--- src/rtl/div32x16_seq.sv ---
// Sequential restoring divider: one quotient bit per clock, MSB first.
// Results and status flags are registered and held from done until the next accepted start.
module div32x16_seq #(
  parameter int DIVIDEND_W = 32,
  parameter int DIVISOR_W  = 16
) (
  input  logic                  clk,
  input  logic                  reset,
  input  logic                  start,
  input  logic [DIVIDEND_W-1:0] dividend,
  input  logic [DIVISOR_W-1:0]  divisor,
  output logic                  busy,
  output logic                  done,
  output logic [DIVIDEND_W-1:0] quotient,
  output logic [DIVISOR_W-1:0]  remainder,
  output logic                  div_by_zero,
  output logic                  q_ovf
);

  localparam int CNT_W = (DIVIDEND_W > 1) ? $clog2(DIVIDEND_W) : 1;
  localparam logic [CNT_W-1:0] LAST_CNT = CNT_W'(DIVIDEND_W - 1);

  typedef enum logic [1:0] {
    IDLE = 2'd0,
    CALC = 2'd1,
    DONE = 2'd2
  } state_t;

  state_t                state_q, state_d;
  logic [CNT_W-1:0]      cnt_q, cnt_d;
  logic [DIVIDEND_W-1:0] shq_q, shq_d;   // dividend bits leave at the MSB, quotient bits enter at the LSB
  logic [DIVISOR_W-1:0]  dvs_q, dvs_d;
  logic [DIVISOR_W:0]    part_q, part_d;
  logic                  zero_q, zero_d;
  logic                  busy_q, busy_d;
  logic                  done_q, done_d;
  logic [DIVIDEND_W-1:0] quo_q, quo_d;
  logic [DIVISOR_W-1:0]  rem_q, rem_d;
  logic                  dbz_q, dbz_d;
  logic                  ovf_q, ovf_d;

  logic [DIVISOR_W:0]    part_sh_s;
  logic [DIVISOR_W:0]    part_nx_s;
  logic [DIVIDEND_W-1:0] shq_nx_s;
  logic                  ge_s;

  function automatic logic upper_nonzero(input logic [DIVIDEND_W-1:0] q);
    upper_nonzero = ((q >> DIVISOR_W) != {DIVIDEND_W{1'b0}});
  endfunction

  // One restoring step: shift in the next dividend bit, subtract when it fits.
  always_comb begin
    part_sh_s = {part_q[DIVISOR_W-1:0], shq_q[DIVIDEND_W-1]};
    ge_s      = (part_sh_s >= {1'b0, dvs_q});
    if (ge_s) begin
      part_nx_s = part_sh_s - {1'b0, dvs_q};
    end else begin
      part_nx_s = part_sh_s;
    end
    shq_nx_s = {shq_q[DIVIDEND_W-2:0], ge_s};
  end

  // Next-state, datapath and result capture.
  always_comb begin
    state_d = state_q;
    cnt_d   = cnt_q;
    shq_d   = shq_q;
    dvs_d   = dvs_q;
    part_d  = part_q;
    zero_d  = zero_q;
    quo_d   = quo_q;
    rem_d   = rem_q;
    dbz_d   = dbz_q;
    ovf_d   = ovf_q;
    case (state_q)
      IDLE: begin
        if (start) begin
          state_d = CALC;
          shq_d   = dividend;
          dvs_d   = divisor;
          part_d  = {(DIVISOR_W+1){1'b0}};
          cnt_d   = {CNT_W{1'b0}};
          zero_d  = (divisor == {DIVISOR_W{1'b0}});
        end else begin
          state_d = IDLE;
        end
      end
      CALC: begin
        // A zero divisor spends a single CALC cycle so that both paths report on the DONE-entry edge.
        if (zero_q) begin
          state_d = DONE;
          quo_d   = {DIVIDEND_W{1'b1}};
          rem_d   = shq_q[DIVISOR_W-1:0];
          dbz_d   = 1'b1;
          ovf_d   = 1'b1;
        end else begin
          shq_d  = shq_nx_s;
          part_d = part_nx_s;
          cnt_d  = cnt_q + CNT_W'(1);
          if (cnt_q == LAST_CNT) begin
            state_d = DONE;
            quo_d   = shq_nx_s;
            rem_d   = part_nx_s[DIVISOR_W-1:0];
            dbz_d   = 1'b0;
            ovf_d   = upper_nonzero(shq_nx_s);
          end else begin
            state_d = CALC;
          end
        end
      end
      DONE:    state_d = IDLE;
      default: state_d = IDLE;
    endcase
    busy_d = (state_d != IDLE);
    done_d = (state_d == DONE);
  end

  // State and output registers.
  always_ff @(posedge clk or posedge reset) begin
    if (reset) begin
      state_q <= IDLE;
      cnt_q   <= {CNT_W{1'b0}};
      shq_q   <= {DIVIDEND_W{1'b0}};
      dvs_q   <= {DIVISOR_W{1'b0}};
      part_q  <= {(DIVISOR_W+1){1'b0}};
      zero_q  <= 1'b0;
      busy_q  <= 1'b0;
      done_q  <= 1'b0;
      quo_q   <= {DIVIDEND_W{1'b0}};
      rem_q   <= {DIVISOR_W{1'b0}};
      dbz_q   <= 1'b0;
      ovf_q   <= 1'b0;
    end else begin
      state_q <= state_d;
      cnt_q   <= cnt_d;
      shq_q   <= shq_d;
      dvs_q   <= dvs_d;
      part_q  <= part_d;
      zero_q  <= zero_d;
      busy_q  <= busy_d;
      done_q  <= done_d;
      quo_q   <= quo_d;
      rem_q   <= rem_d;
      dbz_q   <= dbz_d;
      ovf_q   <= ovf_d;
    end
  end

  assign busy        = busy_q;
  assign done        = done_q;
  assign quotient    = quo_q;
  assign remainder   = rem_q;
  assign div_by_zero = dbz_q;
  assign q_ovf       = ovf_q;

endmodule

--- config.mk ---
export PLATFORM = sky130hd
export DESIGN_NAME = div32x16_seq
export DESIGN_NICKNAME = d
export VERILOG_FILES = /design/src/rtl/div32x16_seq.sv
export SDC_FILE = /design/constraint.sdc
export NUM_CORES = 1
export LEC_CHECK = 0
export ABC_CLOCK_PERIOD_IN_PS = 5000
export CAP_MARGIN = 20
export CORE_MARGIN = 3
export CORE_UTILIZATION = 54
export DETAILED_ROUTE_END_ITERATION = 10
export HOLD_SLACK_MARGIN = 0.12
export PLACE_DENSITY = 0.81
export SLEW_MARGIN = 5
export SYNTH_ARGS = -nofsm -noshare
export SYNTH_HDL_FRONTEND = slang
export SYNTH_SLANG_ARGS = --single-unit
--- constraint.sdc ---
create_clock -name clk -period 5 [get_ports clk]
set_clock_uncertainty 0.05 [all_clocks]
set_input_delay 1.25 -clock clk [delete_from_list [all_inputs] [get_ports clk]]
set_output_delay 1.25 -clock clk [all_outputs]
set_load 0.03 [all_outputs]
* After elaboration in Yosys (flattened, before gate mapping) *
Cells that the tools add are included.

word-level totals
  memory bits (writable) = 0
  register bits = 124
  logic and storage cells = 51
  memory bits (read-only) = 0
  latch bits = 0
  memories = 0

cells by class
  shift operators = 0
  eq/ne operators = 5
  add/subtract/negate cells = 2
  multiplexer cells = 22
  reductions and logical operators = 9
  div/mod/pow operators = 0
  bitwise gates (word level) = 0
  $mul = 0
  order comparisons = 1

operator list
  kind                                                             number
  32-bit 2-to-1 mux                                                4
  16-bit 2-to-1 mux                                                5
  32-bit case mux with 2 select lines                              1
  16-bit case mux with 2 select lines                              1
  32-bit nonzero test                                              1
  17-bit by 16-bit greater-or-equal comparator with 1-bit output   1
  16-bit zero test                                                 1
  16-bit subtractor                                                1
  5-bit 2-to-1 mux                                                 2
  5-bit case mux with 2 select lines                               1
  2-bit nonzero test                                               3
  5-bit by 1-bit adder with 5-bit output, second input constant    1
  5-bit == test, second input constant                             1
  1-bit 2-to-1 mux                                                 5
  2-bit 2-to-1 mux                                                 2
  2-bit != test, second input constant                             2
  2-bit case mux with 2 select lines                               1
  2-bit AND reduction                                              2
  3-bit AND reduction                                              1
  2-bit by 1-bit == test with 1-bit output, second input constant  1
  2-bit == test, second input constant                             1
  2-bit zero test                                                  1

* Logic depth before layout (Yosys ltp) *
  depth in word-level cells = 5
  gate-level depth with buffers = 11

* Worst setup path after synthesis *
Ideal clock, no wire load.

  path type = input to register
  from = in start
  to = reg shq_q[10]
  arrival = 2.367 ns
  setup time = 0.082 ns
  required time = 4.868 ns
  setup slack = 2.501 ns
  path buffers = 2
  cell stages on the path = 7
  cell sequence = nor3b_1 nand2b_1 and2_1 clkbuf_1 buf_1 nor2_1 a31oi_1

on the way
  longest elaborated chain between the ends = 2

RTL lines
  what                           RTL line  RTL
  start: declaration             9         input logic start,
  2-bit != test (no line)        n/a
  3-bit AND reduction (no line)  n/a
  end signal: assignment         123       shq_q <= {DIVIDEND_W{1'b0}};
  end signal: assignment         136       shq_q <= shq_d;
  end: declaration               31        logic [DIVIDEND_W-1:0] shq_q, shq_d;

Every way passes these cells.
A chain may end at the register's enable or synchronous reset.

* Final worst setup path *
  from = reg cnt_q[0]
  to = reg rem_q[6] (netlist: remainder[6])

on the way
  longest elaborated chain between the ends = 3

RTL lines
  what                           RTL line  RTL
  start: declaration             30        logic [CNT_W-1:0] cnt_q, cnt_d;
  start signal: assignment       122       cnt_q <= {CNT_W{1'b0}};
  start signal: assignment       135       cnt_q <= cnt_d;
  5-bit == test                  100       if (cnt_q == LAST_CNT) begin
  2-bit nonzero test (no line)   n/a
  2-bit AND reduction (no line)  n/a
  end signal: assignment         130       rem_q <= {DIVISOR_W{1'b0}};
  end signal: assignment         143       rem_q <= rem_d;
  end: declaration               38        logic [DIVISOR_W-1:0] rem_q, rem_d;

Every way passes these cells.

==> results.toml <==
[route]
avgRoutedWirePerCell_um = 17.87
first_pass_iters = 7
top_layer_used = "met4"
m1WireLength_mm = 6.843
drc = 0
final_antenna_net_count = 0
wl_met3_mm = 1.024
drt_iter0_markers = 483
vias = 5609
vias_per_cell = 5.986
met2WireLength_mm = 8.350
routed_wl_mm = 16.74

[synthesis]
ys.warnings.count = 0
syn-instance-count = 697
synth_flop_cell = "dfrtp_1"
async_reset_ff_share_pct = 100.0
synth_cell_type_count = 58
synth_top_area_cell = "dfrtp_1"
synth_area_leaders = "dfrtp_1, nand2_1, o21ai_0"
syn_area_sq_um = 6260
ys_ff_latch = 124
syn_avg_cell_area_sq_um = 8.981
synth_nets = 767
ys_seq_area_share_pct = 49.57
yosysTopAreaCellShare_pct = 49.57
synth_edf_count = 0

[status]
status = "completed"

[cts]
h-tree-depth = 4
cts_hold_buf = 0
clock-sinks = 124
cts_root_buffer = "clkbuf_16"
cts_buffer_depth = 2
tritoncts = "yes"
post_cts_buffers = 0
clk_latency_ns = 0.42
cts.clk_slew.worst_paths_ns = 0.06
cts_resized = 0
cts_buffers = 17

[power]
power_frac_seq_pct = 28.9
intPower_mw = 3.602
max-vdd-ir-drop_uv = 413.0
clkPwrFrac_pct = 18.7
power_density_nw_per_um2 = 799.7
combPwrFrac_pct = 52.4
p_leak_nw = 3.657
power_mw = 6.376
switchingPower_mw = 2.774
swShare_pct = 43.51

[floorplanning]
die-height_um = 113.7
io_pins = 103
fp-row-count = 38
die_w_um = 113.7
initial_core_util_pct = 56.51
core_area_sq_um = 11080
dieArea_sq_um = 12920

[critical_path]
cp_cell_sequence = "ha_1 > and3_1 > ha_1 > o21ai_4 > buf_4 > clkinv_1 > buf_16 > mux2_4"
start_kind = "flop"
slowest_delay_ns = 0.60
cp.required_ns = 5.25
cp_common_cell = "ha_1"
crit_fanout = 48
crit_slowest_cell = "clkinv_1"
worstSetupEndpointType = "flop"
critical_path_arrival_ns = 3.34
worstSetupPathType = "reg2reg"

[sta]
finalHoldViolCount = 0
rsz0062_at_grt = "false"
fin_crit_sh_pct = 61.79
worst_pin_slew_ns = 0.9723
max_slew_margin_pct = 35.18
whs_ns = 0.4117
setup_viol = 0
post-route-min-period_ns = 3.089
drv_slew = 0
max_freq_mhz = 323.7
tns_ns = 0

[global_routing]
grt_max_degree = 68
grt_pass1_wl_mm = 27.17
grt_usage_pct = 26.75
grt_overflow_total = 0
grt_pass1_vias = 5577
antenna_found_initial = 0

[flow_run]
drv_cap = 0

[finish]
antennaDiodeCount = 0
fill_cells = 847
drive_above_1_share_pct = 7.277
syn_to_final_growth_pct = 27.38
finalNetCount = 854
final_cell_area_sq_um = 7974

[placed_design]
portBuffers = 102
hpwl_mm = 11.59
postPlaceCellArea_sq_um = 7361
globalplace.congestion = 0.9533

[hold_path]
min_path_type = "reg2reg"
-- logic make-up (layout without fill, tap and decap cells) --
| logic type | after synthesis | after routing | share of synthesized area [%] |
|---|---|---|---|
| and+or+nand+nor | 246 | 246 | 17.51 |
| AOI/OAI and AO/OA | 208 | 208 | 21.03 |
| DFF | 124 | 124 | 49.57 |
| buffers and inverters | 83 | 183 | 5.297 |
| adders and majority gates | 19 | 19 | 3.918 |
| xor gates and xnor gates | 10 | 10 | 1.399 |
| muxes | 7 | 7 | 1.279 |
-- cell usage after synthesis, types with 2 or more instances --
library cell and instances:
buf_6 2, and2_1 4, xnor2_1 5, o21ai_0 77
nand2b_1 6, o21ai_2 2, o21a_1 8, dfrtp_1 124
nor3_1 7, o31ai_1 8, a22o_1 6, clkbuf_1 35
and3_1 6, a32oi_1 2, a222oi_1 13, nor2b_1 2
a211o_1 2, inv_1 39, buf_2 4, xor2_1 5
o211ai_1 5, nand3_1 9, nor4_1 8, nand3_2 2
a31oi_1 24, a21oi_1 30, mux2_2 4, a211oi_1 5
nand2_1 142, nand4_1 5, o22ai_1 3, mux2i_1 2
buf_1 2, o21ai_1 5, nor3b_1 2, or3_1 6
ha_1 18, a21o_1 7, nor2_1 42
-- path summary, 6_finish.rpt --
path,start,endpoint,slack [ns],depth (start not counted)
min,quotient[12],quotient[12],0.41,2
min in group asynchronous,reset,dvs_q[13],1.32,2
max in group asynchronous,reset,part_q[1],2.77,3
max,cnt_q[0],remainder[6],1.91,8
max reg2reg,cnt_q[0],remainder[6],1.91,8
min reg2reg,quotient[12],quotient[12],0.41,2
-- cells in the final DEF (no fill, tap or decap), drive strengths merged, types with 3 or more instances in the layout --
cell | synthesis | routed
nand2 | 142 | 142
dfrtp | 124 | 124
clkdlybuf4s50 | 0 | 102
o21ai | 84 | 84
nor2 | 43 | 43
inv | 39 | 39
a21oi | 32 | 32
a31oi | 24 | 24
clkbuf | 35 | 21
ha | 18 | 18
a222oi | 13 | 13
nand3 | 11 | 11
o21a | 9 | 9
buf | 8 | 9
o31ai | 8 | 8
nor4 | 8 | 8
a21o | 7 | 7
nor3 | 7 | 7
clkinv | 1 | 7
nand2b | 6 | 6
and3 | 6 | 6
or3 | 6 | 6
a22o | 6 | 6
nand4 | 6 | 6
a211oi | 5 | 5
o211ai | 5 | 5
xor2 | 5 | 5
xnor2 | 5 | 5
mux2 | 5 | 5
and2 | 4 | 4
o22ai | 3 | 3
clkinvlp | 0 | 3
-- metrics by stage --
stage / setup slack (ns) / util, % / std cells
after detailed placement: 1.414 / 66.44 / 903
after CTS: 1.574 / 71.59 / 935
after global placement: 1.547 / 66.44 / 903
after floorplan: 0.4008 / - / 697
after global routing: 1.693 / 71.98 / 937
final: 1.911 / 71.98 / 937
-- area by class of cell --
class / count / area (sq um) / share of cell area (%)
Inverter: 40 / 152.6 / 1.914
Tap cell: 140 / 175.2 / 2.197
Multi-Input combinational cell: 490 / 2844 / 35.67
Sequential cell: 124 / 3103 / 38.91
Clock inverter: 11 / 120.1 / 1.506
Clock buffer: 21 / 450.4 / 5.649
Timing Repair Buffer: 111 / 1129 / 14.15
-- flip-flops by register name, indices dropped and copies added, names as in the netlist --
register / count
busy: 1
cnt_q: 5
div_by_zero: 1
done: 1
dvs_q: 16
part_q: 16
q_ovf: 1
quotient: 32
remainder: 16
shq_q: 32
state_q: 2
zero_q: 1
-- power groups by stage --
stage | sequential [mW] | clock [mW] | combinational (mW)
after global routing | 1.89 | 1.25 | 3.68
final | 1.84 | 1.19 | 3.34
after detailed placement | 1.84 | 0 | 3.31
after CTS | 1.83 | 1.20 | 3.33
after global placement | 1.82 | 0 | 3.23
after floorplan | 2.04 | 0 | 2.14
-- metal layers --
layer	GRT usage, %	vias to the layer above
li1	-	2633
met1	33.39	2719
met3	5.146	40
met5	0	-
met4	11.70	0
met2	45.39	217
-- critical path, delay by kind of cell, from the launching register on --
| kind | cells | cell delay, ns |
|---|---|---|
| buffers and inverters | 3 | 1.39 |
| adders and majority gates | 2 | 0.47 |
| DFF | 1 | 0.41 |
| muxes | 1 | 0.30 |
| and+or+nand+nor | 1 | 0.19 |
| AOI/OAI and AO/OA | 1 | 0.15 |
Note: power is estimated with default switching activity, not from simulation.
